[src/rtl/multicycle_core.sv]
// Multi-cycle RV core subset: request, wait, execute; internal regfile,
// cycle/retire counters and sticky halt/trap status.
module multicycle_core #(
    parameter int              XLEN      = 64,
    parameter logic [XLEN-1:0] RESET_PC  = XLEN'(32'h8000_0000),
    parameter int              CNT_WIDTH = 64
) (
    input  logic                 clk,
    input  logic                 rst,
    output logic                 ifetch_req_valid,
    input  logic                 ifetch_req_ready,
    output logic [XLEN-1:0]      ifetch_addr,
    input  logic                 ifetch_rsp_valid,
    input  logic [31:0]          ifetch_rsp_inst,
    output logic [XLEN-1:0]      current_pc,
    output logic [XLEN-1:0]      next_pc,
    output logic                 retire,
    output logic                 halted,
    output logic [XLEN-1:0]      halt_code,
    output logic                 trap,
    output logic [31:0]          trap_inst,
    output logic [CNT_WIDTH-1:0] cycle_count,
    output logic [CNT_WIDTH-1:0] instret_count
);

    typedef enum logic [2:0] {
        S_FREQ,
        S_FWAIT,
        S_EXEC,
        S_HALT,
        S_TRAP
    } state_t;

    state_t                 state_q, state_d;
    logic [XLEN-1:0]        pc_q, pc_d;
    logic [31:0]            inst_q, inst_d;
    logic                   halted_q, halted_d;
    logic [XLEN-1:0]        halt_code_q, halt_code_d;
    logic                   trap_q, trap_d;
    logic [31:0]            trap_inst_q, trap_inst_d;
    logic [CNT_WIDTH-1:0]   cycle_q;
    logic [CNT_WIDTH-1:0]   instret_q, instret_d;
    logic [XLEN-1:0]        rf_q [32];

    logic [6:0]             opc, f7;
    logic [4:0]             rd, rs1, rs2;
    logic [2:0]             f3;
    logic signed [11:0]     imm_i12;
    logic signed [31:0]     imm_u32;
    logic signed [20:0]     imm_j21;
    logic [XLEN-1:0]        imm_i, imm_u, imm_j;
    logic [XLEN-1:0]        rs1_v, rs2_v;
    logic                   is_lui, is_auipc, is_addi, is_add, is_sub;
    logic                   is_jal, is_jalr, is_ebreak, is_jump, legal;
    logic [XLEN-1:0]        pc_plus4, jalr_sum, jump_tgt, exec_npc;
    logic                   misalign;
    logic [XLEN-1:0]        wdata;
    logic                   writes, wen, ok, req_valid;

    assign opc = inst_q[6:0];
    assign rd  = inst_q[11:7];
    assign f3  = inst_q[14:12];
    assign rs1 = inst_q[19:15];
    assign rs2 = inst_q[24:20];
    assign f7  = inst_q[31:25];

    assign imm_i12 = inst_q[31:20];
    assign imm_u32 = {inst_q[31:12], 12'b0};
    assign imm_j21 = {inst_q[31], inst_q[19:12], inst_q[20],
                      inst_q[30:21], 1'b0};
    assign imm_i   = XLEN'(imm_i12);
    assign imm_u   = XLEN'(imm_u32);
    assign imm_j   = XLEN'(imm_j21);

    assign rs1_v = (rs1 == 5'd0) ? '0 : rf_q[rs1];
    assign rs2_v = (rs2 == 5'd0) ? '0 : rf_q[rs2];

    assign is_lui    = (opc == 7'b0110111);
    assign is_auipc  = (opc == 7'b0010111);
    assign is_addi   = (opc == 7'b0010011) && (f3 == 3'b000);
    assign is_add    = (opc == 7'b0110011) && (f3 == 3'b000)
                       && (f7 == 7'b0000000);
    assign is_sub    = (opc == 7'b0110011) && (f3 == 3'b000)
                       && (f7 == 7'b0100000);
    assign is_jal    = (opc == 7'b1101111);
    assign is_jalr   = (opc == 7'b1100111) && (f3 == 3'b000);
    assign is_ebreak = (inst_q == 32'h0010_0073);
    assign is_jump   = is_jal | is_jalr;
    assign legal     = is_lui | is_auipc | is_addi | is_add | is_sub
                       | is_jump | is_ebreak;

    // rs1_v is read before any write, so JALR with rs1==rd uses the old value
    assign pc_plus4 = pc_q + XLEN'(4);
    assign jalr_sum = rs1_v + imm_i;
    assign jump_tgt = is_jal ? (pc_q + imm_j)
                             : {jalr_sum[XLEN-1:1], 1'b0};
    assign misalign = is_jump & jump_tgt[1];
    assign exec_npc = is_jump ? jump_tgt : pc_plus4;

    always_comb begin
        wdata  = '0;
        writes = 1'b1;
        unique case (1'b1)
            is_lui:          wdata = imm_u;
            is_auipc:        wdata = pc_q + imm_u;
            is_addi:         wdata = rs1_v + imm_i;
            is_add:          wdata = rs1_v + rs2_v;
            is_sub:          wdata = rs1_v - rs2_v;
            is_jal, is_jalr: wdata = pc_plus4;
            default:         writes = 1'b0;
        endcase
    end

    always_comb begin
        state_d     = state_q;
        pc_d        = pc_q;
        inst_d      = inst_q;
        halted_d    = halted_q;
        halt_code_d = halt_code_q;
        trap_d      = trap_q;
        trap_inst_d = trap_inst_q;
        instret_d   = instret_q;
        req_valid   = 1'b0;
        ok          = 1'b0;
        wen         = 1'b0;
        unique case (state_q)
            S_FREQ: begin
                req_valid = 1'b1;
                if (ifetch_req_ready) state_d = S_FWAIT;
            end
            S_FWAIT: begin
                if (ifetch_rsp_valid) begin
                    inst_d  = ifetch_rsp_inst;
                    state_d = S_EXEC;
                end
            end
            S_EXEC: begin
                if (!legal || misalign) begin
                    trap_d      = 1'b1;
                    trap_inst_d = inst_q;
                    state_d     = S_TRAP;
                end else begin
                    ok        = 1'b1;
                    instret_d = instret_q + CNT_WIDTH'(1);
                    wen       = writes && (rd != 5'd0);
                    if (is_ebreak) begin
                        halted_d    = 1'b1;
                        halt_code_d = rf_q[10];
                        state_d     = S_HALT;
                    end else begin
                        pc_d    = exec_npc;
                        state_d = S_FREQ;
                    end
                end
            end
            default: ;
        endcase
    end

    always_ff @(posedge clk) begin
        if (rst) begin
            state_q     <= S_FREQ;
            pc_q        <= RESET_PC;
            inst_q      <= '0;
            halted_q    <= 1'b0;
            halt_code_q <= '0;
            trap_q      <= 1'b0;
            trap_inst_q <= '0;
            cycle_q     <= '0;
            instret_q   <= '0;
        end else begin
            state_q     <= state_d;
            pc_q        <= pc_d;
            inst_q      <= inst_d;
            halted_q    <= halted_d;
            halt_code_q <= halt_code_d;
            trap_q      <= trap_d;
            trap_inst_q <= trap_inst_d;
            cycle_q     <= cycle_q + CNT_WIDTH'(1);
            instret_q   <= instret_d;
        end
    end

    always_ff @(posedge clk) begin
        if (rst) begin
            for (int i = 0; i < 32; i++) rf_q[i] <= '0;
        end else if (wen) begin
            rf_q[rd] <= wdata;
        end
    end

    assign ifetch_req_valid = req_valid;
    assign ifetch_addr      = pc_q;
    assign current_pc       = pc_q;
    assign next_pc          = (state_q == S_EXEC) ? exec_npc : pc_q;
    assign retire           = ok;
    assign halted           = halted_q;
    assign halt_code        = halt_code_q;
    assign trap             = trap_q;
    assign trap_inst        = trap_inst_q;
    assign cycle_count      = cycle_q;
    assign instret_count    = instret_q;

endmodule

[config.mk]
export PLATFORM = sky130hd
export DESIGN_NAME = multicycle_core
export DESIGN_NICKNAME = d
export VERILOG_FILES = /design/src/rtl/multicycle_core.sv
export SDC_FILE = /design/constraint.sdc
export NUM_CORES = 2
export LEC_CHECK = 0
export BUFFER_PORTS_ARGS = -buffer_cell sky130_fd_sc_hd__buf_2
export CORE_ASPECT_RATIO = 0.7
export CORE_MARGIN = 5
export CORE_UTILIZATION = 40
export CTS_BUF_LIST = sky130_fd_sc_hd__clkbuf_16
export CTS_CLUSTER_SIZE = 12
export DETAILED_ROUTE_END_ITERATION = 8
export GPL_TIMING_DRIVEN = 1
export SYNTH_ARGS = -nofsm -noshare
export SYNTH_HDL_FRONTEND = slang
export SYNTH_SLANG_ARGS = --single-unit
export TNS_END_PERCENT = 10
[constraint.sdc]
create_clock -name clk -period 8.2 [get_ports clk]
set_input_delay 1.64 -clock clk [delete_from_list [all_inputs] [get_ports clk]]
set_output_delay 1.64 -clock clk [all_outputs]
set_load 0.05 [all_outputs]
# == Word-level counts from Yosys, hierarchy flattened ==
# Memory sizes are Yosys's and may differ from the RTL's. A register that Yosys moved wholly into a read port is not among the register bits.
# Index checks and enable logic that the tools add are counted.
# W data, S select, Z words.
# totals
in_bits,36
mem_bits_rw,2048
mem_count,1
elab_cells,92
output_inout_bits,420
reg_bits,261
# op_classes
mux,29
n_reduce_logical,24
n_eq_ne,12
n_addsub,8
bitwise_logic,10
# mem_list
name,depth,word_bits,rd,rd_ports_with_merged_regs,write_ports,line_no,source
rf_q,32,64,3,3,32,43,logic [XLEN-1:0] rf_q [32];
# ops
cell,n
$mux W64,6
$pmux W64 S6,1
$add A64 B64 Y64,4
$add A64 B1 Y64 const B,2
$add A64 B3 Y64 const B,1
$reduce_or A64 Y1,1
$sub A64 B64 Y64,1
$eq A32 B21 Y1 const B,1
$mux W5,5
$eq A7 B6 Y1 const B,3
$eq A7 B5 Y1 const B,2
$eq A7 B7 Y1 const B,2
$mux W1,12
$logic_not A5 Y1,2
$mux W3,3
$pmux W3 S3,1
$reduce_and A3 Y1,3
$logic_not A7 Y1,1
$or A1 B1 Y1,7
$reduce_or A7 Y1,1
$logic_and A1 B1 Y1,6
$logic_not A3 Y1,2
$reduce_and A2 Y1,3
$reduce_bool A5 Y1,1
other kinds (10),12

# == Logic depth before layout (Yosys ltp) ==
# logic_depth
ltp_word,16
ltp_mapped,33
ltp_nobuf,26

# == Worst setup path before layout ==
# Ideal clock, no wire load.
# synth_timing
path_type,register -> output
start,reg (tool-made name)
end,out next_pc[61]
t_arrival_ns,7.015
path_slack_ns,-0.455
required_time_ns,6.560
path_buffers,4
path_stages_with_launch,22
cell_sequence,dfxtp_1 -> clkbuf_1 -> buf_2 -> clkbuf_1 -> buf_1 -> mux4_2 -> mux4_2 -> mux2i_1 -> nor2_1 -> ha_1 -> a211oi_1 -> o31ai_1 -> o211ai_1 -> nand3_1 -> a31oi_1 -> o41ai_1 -> a31oi_1 -> o31ai_1 -> a31oi_1 -> xnor2_1 -> a31oi_1 -> o21ai_0
# synth_rtl
element,line_no,source
end: declaration,16,"output logic [XLEN-1:0] next_pc,"

==> flow_metrics.tcl <==
set metrics [dict create \
    status "finished with violations" \
    violations "DRC, setup timing" \
    synth_mux_area_share_pct 20.7 \
    hold_path_depth 2 \
    report.final.slew_viol_count 0 \
    synth_adder_area_share_pct 1.94 \
    regArea_um2 68200 \
    synthXorXnorAreaFrac_pct 2.87 \
    synth_edf_count 2048 \
    finalSetupViolCount 14 \
    reg2reg_depth 37 \
    cts_made_buffers 236 \
    die_h_um 497 \
    chipWidth_um 705 \
    antenna_left 0 \
    htreeDepth 4 \
    finalHoldViolations 0 \
    synth_simple_gate_area_share_pct 12.4 \
    end_kind "output port" \
    setup_ws_ns -0.0362 \
    area_delta_synth_final_pct 18.4 \
    rows 178 \
    yosys_warnings 0 \
    antenna_found_initial 30 \
    leakage_nw 55.6 \
    ys.flop_type "edfxtp_1" \
    maxSlewHeadroom_pct 11.0 \
    vias 114000 \
    whs_ns 0.448 \
    r2r_start "inst_q[24]" \
    via_per_inst 6.78 \
    dp_hpwl_mm 421 \
    syn_area_um2 135000 \
    clock_sinks 2383 \
    worstMarginPinSlew_ns 1.32 \
    synthArstFlopShare_pct 0 \
    maxCapViolations 0 \
    critPathKind "flop to output port" \
    ctsHoldBuffers 0 \
    fin_util_pct 47.6 \
    path_clk_slew_ns 0.06 \
    yosysSeqAreaShare_pct 50.4 \
    routed_wl_mm 650 \
    drive_gt1_share_pct 27.9 \
    drt-initial-drc-count 21200 \
    timing.rr.end "rf_q[29][60]" \
    yosysUniqueCellTypes 103 \
    grt_max_degree 206 \
    critPathArrivalTime_ns 6.60 \
    multi_input_area_um2 64700 \
    synthCells 11400 \
    clock.fmax_mhz 121 \
    synth_top_family_by_area "multiplexers" \
    cts_tree "built" \
    cp-start-kind "flop" \
    power_density_nw_per_um2 201 \
    cts-root-buf "clkbuf_16" \
    hold_end "halt_code[55]" \
    clock_latency_ns 0.96 \
    worst_ep_required_time_ns 6.56 \
    firstDrtPassIters 9 \
    yosysTopAreaCellShare_pct 45.4 \
    start_util_pct 40.2 \
    ys_ff_latch 2383 \
    drc_errors 15 \
    wl_per_cell_um 38.5 \
    port-buffer-count 455 \
    place_congestion 0.995 \
    hp-class "flop to flop" \
    finalCriticalPeriod_ns 8.24 \
    final_net_count 12400 \
    die_area_um2 350000 \
    rsz0062_at_grt "true" \
    hp-start "halt_code[55]" \
    grt_pass1_vias 106000 \
    core_um2 337000 \
    r2r_setup_slack_ns 0.12 \
    synth-compound-area-share_pct 7.92 \
    synth.area.top_cells "edfxtp_1, mux4_2, nor2_1, dfxtp_1, mux2i_1" \
    peakVddDrop_mv 0.186 \
    worst-path-max-fanout 14 \
    grt_pass1_wl_mm 877 \
    yosysTopAreaCell "edfxtp_1" \
    grt_usage_pct 35.7 \
    grt_overflow 0 \
    finalCritPeriodShare_pct 100 \
    syn_avg_cell_area_um2 11.9 \
    setup_tns_ns -0.285 \
    n_fill_cell 29900 \
    top_level_ports 456 \
    skew_ns 0.0464 \
    clockBufferDepth 4 \
]
[logic make-up after synthesis]
logic type	Yosys count
multiplexers	1450
adder cells (fa/ha/maj)	207
AND/OR/NAND/NOR	3997
flip-flops	2383
other	1
XOR/XNOR	443
buffers and inverters	1193
AO/OA/AOI/OAI	1690
[placed cells by master, fill, tap and decap left out, types with 78 or more instances in the layout]
master        n
clkbuf_16   242
xor2_1      219
mux2i_1     319
xnor2_1     207
buf_2       421
o22ai_1      78
buf_4       939
a21o_1      145
o21ai_0     274
a21oi_1     484
nand4_1     106
edfxtp_1   2048
inv_1       213
buf_12      195
mux4_2     1073
and3_1       79
dfxtp_1     323
ha_1        189
nor2_1     2479
nand3_1     155
nand2_1     680
a22oi_1     119
[layout make-up]
type / count / share of cell area (%)
Sequential cell: 2383 / 42.6
Multi-Input combinational cell: 7851 / 40.4
Timing Repair Buffer: 1621 / 9.02
Clock buffer: 238 / 3.72
Tap cell: 4500 / 3.51
Clock inverter: 176 / 0.536
Inverter: 89 / 0.212
Antenna cell: 18 / 0.0281
[Yosys cell counts (all sizes together) (147+ instances only)]
| master | number |
|---|---|
| a21o | 147 |
| a21oi | 548 |
| buf | 356 |
| clkbuf | 748 |
| dfxtp | 335 |
| edfxtp | 2048 |
| ha | 203 |
| mux2i | 345 |
| mux4 | 1073 |
| nand2 | 750 |
| nand3 | 163 |
| nor2 | 2546 |
| o21ai | 325 |
| xnor2 | 216 |
| xor2 | 227 |
[routing by layer]
layer | wire length, um | vias to the layer above | part of all wire [%] | global-route usage [%]
met4 | 37900 | 27 | 5.8 | 16.4
li1 | - | 44100 | - | -
met1 | 246000 | 57400 | 38 | 49.9
met2 | 249000 | 11100 | 38 | 46.9
met5 | 482 | - | 0.074 | 0.535
met3 | 116000 | 1970 | 18 | 16.3
[worst max path at each step]
stage                     startpoint      endpoint  slack [ns]  cells after the start
final                           flop   next_pc[62]       -0.04                     19
after global routing            flop   next_pc[57]       -0.20                     26
after CTS                       flop   next_pc[42]       -0.05                     29
after detailed placement        flop  rf_q[26][62]       -0.16                     31
after global placement          flop   next_pc[60]       -0.15                     22
after floorplan                 flop   next_pc[53]       -0.30                     20
[through the flow]
stage	std cells	setup slack, ns	total power (W)	cell area (um2)
floorplan	11400	-0.303	0.0179	136000
detailed placement	16300	-0.165	0.0216	150000
global placement	16300	-0.153	0.0216	150000
global route	16900	-0.197	0.0330	160000
finish	16900	-0.0362	0.0323	160000
CTS	16800	-0.0451	0.0318	159000
[what timing repair did]
action | in CTS | in global routing
buffers inserted | 57 | 36
pin swaps | 64 | 45
gates cloned | 17 | 4
gates resized for setup | 269 | 141
endpoints found under the setup margin | 267 | 486
[report_power, final]
group / total [W] / switching (W) / internal, W
Clock: 0.0102 / 0.00492 / 0.00531
Sequential: 0.0140 / 0.000348 / 0.0136
Combinational: 0.00807 / 0.00480 / 0.00327
Total: 0.0323 / 0.0101 / 0.0222
[flip-flops by register name, indices dropped and copies added, names as in the netlist, named ones only]
signal	count
trap_inst	32
halt_code	64
halted	1
trap	1
rf_q	2048
inst_q	32
current_pc	64
state_q	3
instret_count	64
cycle_count	64
[worst max-delay path: stages, from the launching register on]
cell       delay (ns)
dfxtp_4          0.39
buf_12           0.13
bufbuf_16        0.31
buf_8            0.20
mux4_2           0.55
mux4_2           0.49
mux2i_2          0.87
nor2_1           0.27
ha_1             0.48
and3_1           0.28
and2_1           0.20
nor2_1           0.05
mux2i_1          0.13
o311ai_0         0.19
a211oi_2         0.28
a22o_1           0.19
a21oi_1          0.05
buf_4            0.18
a21oi_1          0.16
buf_4            0.22
Note: power is estimated with default switching activity, not from simulation.
